$ cat config.mk
export PLATFORM = sky130hd
export DESIGN_NAME = ctrl_unit
export DESIGN_NICKNAME = d
export VERILOG_FILES = /design/src/rtl/ctrl_unit.sv
export SDC_FILE = /design/constraint.sdc
export NUM_CORES = 1
export LEC_CHECK = 0
export BUFFER_PORTS_ARGS = -buffer_cell sky130_fd_sc_hd__buf_2
export CAP_MARGIN = 20
export CORE_ASPECT_RATIO = 1.2
export CORE_MARGIN = 10
export CORE_UTILIZATION = 50
export DETAILED_ROUTE_END_ITERATION = 12
export PLACE_DENSITY_LB_ADDON = 0.25
export SLEW_MARGIN = 20
export SYNTH_ARGS = -nofsm -noshare
export SYNTH_HDL_FRONTEND = slang
export SYNTH_SLANG_ARGS = --single-unit
$ cat constraint.sdc
create_clock -name clk -period 1.94 [get_ports clk]
set_input_delay 0.388 -clock clk [delete_from_list [all_inputs] [get_ports clk]]
set_output_delay 0.388 -clock clk [all_outputs]
set_load 0.005 [all_outputs]
$ cat src/rtl/ctrl_unit.sv
// Multi-cycle instruction sequencer: FETCH -> DECODE -> EXEC -> (WB) -> FETCH, with an absorbing HALT.
// Optional single-step fetch gating is enabled by defining CTRL_SINGLE_STEP_EN.
module ctrl_unit #(
    parameter int unsigned PC_W = 6
) (
    input  logic            clk,
    input  logic            rst,
`ifdef CTRL_SINGLE_STEP_EN
    input  logic            step,
`endif
    input  logic [8:0]      mem_rdata,
    input  logic            mem_ack,
    input  logic            alu_zero,
    output logic            mem_req,
    output logic [PC_W-1:0] pc,
    output logic [2:0]      alu_op,
    output logic [2:0]      rx_sel,
    output logic [2:0]      ry_sel,
    output logic            reg_we,
    output logic            halted
);

    typedef enum logic [2:0] {StFetch, StDecode, StExec, StWb, StHalt} state_e;

    localparam logic [2:0] OpJnz  = 3'b110;
    localparam logic [2:0] OpHalt = 3'b111;

    state_e            state_q, state_d;
    logic [PC_W-1:0]   pc_q, pc_d, pc_inc, jump_tgt;
    logic [8:0]        ir_q, ir_d;
    logic [2:0]        op_q, op_d, rx_q, rx_d, ry_q, ry_d;
    logic              step_ok, fetch_req, fetch_go;

`ifdef CTRL_SINGLE_STEP_EN
    logic step_q, step_d;

    // A step seen outside FETCH stays pending until the next fetch is accepted.
    always_comb begin
        step_d = step_q;
        if (fetch_go) step_d = 1'b0;
        if (step)     step_d = 1'b1;
    end

    always_ff @(posedge clk or posedge rst) begin
        if (rst) step_q <= 1'b0;
        else     step_q <= step_d;
    end

    assign step_ok = step_q;
`else
    assign step_ok = 1'b1;
`endif

    assign fetch_req = (state_q == StFetch) && step_ok;
    assign fetch_go  = fetch_req && mem_ack;
    assign pc_inc    = pc_q + PC_W'(1);
    assign jump_tgt  = PC_W'({rx_q, ry_q});

    always_comb begin
        state_d = state_q;
        pc_d    = pc_q;
        ir_d    = ir_q;
        op_d    = op_q;
        rx_d    = rx_q;
        ry_d    = ry_q;
        unique case (state_q)
            StFetch: begin
                if (fetch_go) begin
                    ir_d    = mem_rdata;
                    state_d = StDecode;
                end
            end
            StDecode: begin
                op_d    = ir_q[8:6];
                rx_d    = ir_q[5:3];
                ry_d    = ir_q[2:0];
                state_d = StExec;
            end
            StExec: begin
                if (op_q == OpJnz) begin
                    pc_d    = alu_zero ? pc_inc : jump_tgt;
                    state_d = StFetch;
                end else if (op_q == OpHalt) begin
                    state_d = StHalt;
                end else begin
                    state_d = StWb;
                end
            end
            StWb: begin
                pc_d    = pc_inc;
                state_d = StFetch;
            end
            StHalt: state_d = StHalt;
            default: state_d = StFetch;
        endcase
    end

    always_ff @(posedge clk or posedge rst) begin
        if (rst) begin
            state_q <= StFetch;
            pc_q    <= '0;
            ir_q    <= '0;
            op_q    <= '0;
            rx_q    <= '0;
            ry_q    <= '0;
        end else begin
            state_q <= state_d;
            pc_q    <= pc_d;
            ir_q    <= ir_d;
            op_q    <= op_d;
            rx_q    <= rx_d;
            ry_q    <= ry_d;
        end
    end

    // Reset leaves the state in FETCH, so the request is masked while rst is high.
    assign mem_req = fetch_req && !rst;
    assign pc      = pc_q;
    assign alu_op  = op_q;
    assign rx_sel  = rx_q;
    assign ry_sel  = ry_q;
    assign reg_we  = (state_q == StWb);
    assign halted  = (state_q == StHalt);

endmodule

==> out/qor.txt <==
Most common cell after layout, fill and taps aside = buf_2
WL final = 2540 um
Initial antenna violation count = 0
Die width = 65.7 um
Fin crit share = 88.9%
Crit Path Category = flip-flop to output port
Synth Area in Adders = 0.999%
Vias = 872
Core ar. = 0.00235 mm2
Crit path time final = 1730 ps
Slew headroom = 73.8%
Area contributors post-synth = dfrtp_1 (54%), mux2_2 (16%), mux2i_1 (4.0%), a21oi_1 (2.8%), nor4b_4 (1.9%)
Chip height = 74.8 um
Iter 0 DRT Violations = 49
Reg area = 676 um2
Mux contribution to synthesized area = 20.2%
Worst path arrival time = 1340 ps
Nets = 149
XOR/XNOR Fraction of Synth Area = 0%
Max Root-Sink Buffers = 2
Outcome = complete, no violations
Multi-input gate area = 537 um2
Top-area cell type share of the netlist area = 53.9%
Mapped Area = 0.00125 mm2
TritonCTS clock tree = yes
Synth Net Count = 115
Vias in the first global route = 924
Total gr overflow = 0
Hpwl dp = 1940 um
FF+latch count, synth = 27
Total track usage = 10.9%
Fraction of layout cells with a size suffix above 1 = 42.5%
Port Buf Inserts = 30
Setup TNS = 0 ps
Inst Count DP = 161
Worst slew pin tran = 393 ps
Post-Place Cell Area = 0.00144 mm2
RR Endpoint = pc[5]
Simple-Gate Fraction of Synth Area = 13.1%
Synth warn = 0
Setup-failing EPs final = 0
Fillers = 191
DR DRC count = 0
Boundary pin count = 31
Diode count = 0
Power per cell area = 1630 mW/mm2
CTS Hold Buffers Added = 0
Max H-tree Level = 1
Root Driver = clkbuf_4
Sequential fraction of the synthesis area = 53.9%
Distinct cell type count after synthesis = 31
Worst Clk Skew = 4.54 ps
Mapped Cells = 101
CP Capture Type = output port
Crit-path max FO = 8
Post-route ant nets = 0
Largest net degree at the start of global routing = 28
Commonest non-fill, non-tap cells in the layout = buf_2 (30), dfrtp_1 (27), mux2_2 (18)
Max Slew Vio Count = 0
R2r startpoint = state_q[1]
CTS Buf Count = 3
Initial DRT Pass Iterations = 4
CP Launch Type = flip-flop
Clock latency at the later pin of the worst-skew pair = 320 ps
Placer Congestion = 0.747
Fin cells = 165
First-pass GRT wire length = 4350 um
Hold Fails Final Rpt = 0
Reg2reg path depth = 4
Leading area contributor after synthesis = dfrtp_1
Hold crit path type = input pin to asynchronous set/reset pin
Initial Utilization = 53.2%
Post-CTS sizing = 0
Peak supply drop = 1.24 mV
R2r setup slk = 390 ps
Max-Cap Viols = 0
Compound-Gate Fraction of Synth Area = 8.59%
Fmax = 580 MHz
Area Growth Syn to Fin = 16.7%
Clk slew on worst S/H paths = 140 ps
Finished layout cell area = 0.00146 mm2
Cell Rows = 19
Die area = 0.00492 mm2
Largest family of logic cells by synthesized area = multiplexers
Post-CTS Setup Inserts = 0
Vias per inst = 5.28
Clock sinks = 27
CP required = 1550 ps
RSZ-0062 raised after global routing = false
Mean Syn Cell Area = 12.4 um2
WL/cell = 15.4 um
LEAKAGE = 0.690 nW
## cell usage after synthesis
master / number
dfrtp_1: 27
mux2_2: 18
a21oi_1: 7
mux2i_1: 5
nand2_1: 5
nand3_1: 4
o21ai_0: 4
inv_1: 3
nor2_1: 3
a2bb2oi_1: 2
nand2b_1: 2
nand4_1: 2
a21o_1: 1
a22oi_1: 1
a31oi_1: 1
and2_1: 1
and3_1: 1
and3b_1: 1
buf_2: 1
buf_4: 1
buf_6: 1
clkbuf_2: 1
ha_1: 1
nand3b_1: 1
nor2_4: 1
nor2b_4: 1
nor3_1: 1
nor4_1: 1
nor4b_4: 1
o21a_1: 1
o22ai_1: 1
## per-stage QoR
step / util, % / setup WS [ps] / power, mW / hold WS, ps
after floorplan: - / 454 / 1.81 / 441
after global placement: 61.0 / 464 / 2.11 / 475
after detailed placement: 61.0 / 408 / 2.18 / 478
after CTS: 62.1 / 185 / 2.41 / 111
after global routing: 62.1 / 98.1 / 2.59 / 128
final: 62.1 / 215 / 2.39 / 100
## critical path, cell delays in order (launching register included)
cell,delay [ps]
dfrtp_1,520
nor2b_4,250
and2_1,140
buf_2,110
## kinds of logic after synthesis
family / Yosys count
adder cells (fa/ha/maj): 1
multiplexers: 23
AND/OR/NAND/NOR: 25
AO/OA/AOI/OAI: 18
buffers and inverters: 7
flip-flops: 27
## final cells by class
class,instances,share of cell area (%)
timing repair buffer,33,11.8
multi-input combinational,67,36.7
inverter,3,0.771
clock buffer,4,1.80
sequential,27,46.2
tap,31,2.65
## layer usage
layer  up-vias  global-route usage (%)  wire length, um
li1        433                       -                -
met1       415                    13.2             1140
met2        19                    17.7             1240
met3         5                    3.41              123
met4         0                    4.29               31
met5         -                       0                0
## registers in the layout, summed over array words and instances (netlist names)
signal,flops
ir_q,9
state_q,3
rx_sel,3
ry_sel,3
pc,6
alu_op,3
## power by group
part	leakage, nW	switching [mW]	internal [mW]	total, mW
clock	0.0150	0.160	0.0806	0.240
sequential	0.318	0.296	0.844	1.14
combinational	0.357	0.426	0.580	1.01
total	0.690	0.881	1.50	2.39
## worst max-delay path by stage
| stage | startpoint | to | slack [ps] |
|---|---|---|---|
| 6_report | state_q[1] | reg_we | 210 |
| 5_1_grt | state_q[1] | reg_we | 100 |
| 3_5_place_dp | state_q[1] | pc[2] | 410 |
| 2_1_floorplan | state_q[2] | ir_q[0] | 450 |
| 3_3_place_gp | state_q[2] | ir_q[3] | 460 |
| 4_1_cts | state_q[1] | reg_we | 190 |
Note: power is estimated with default switching activity, not from simulation.
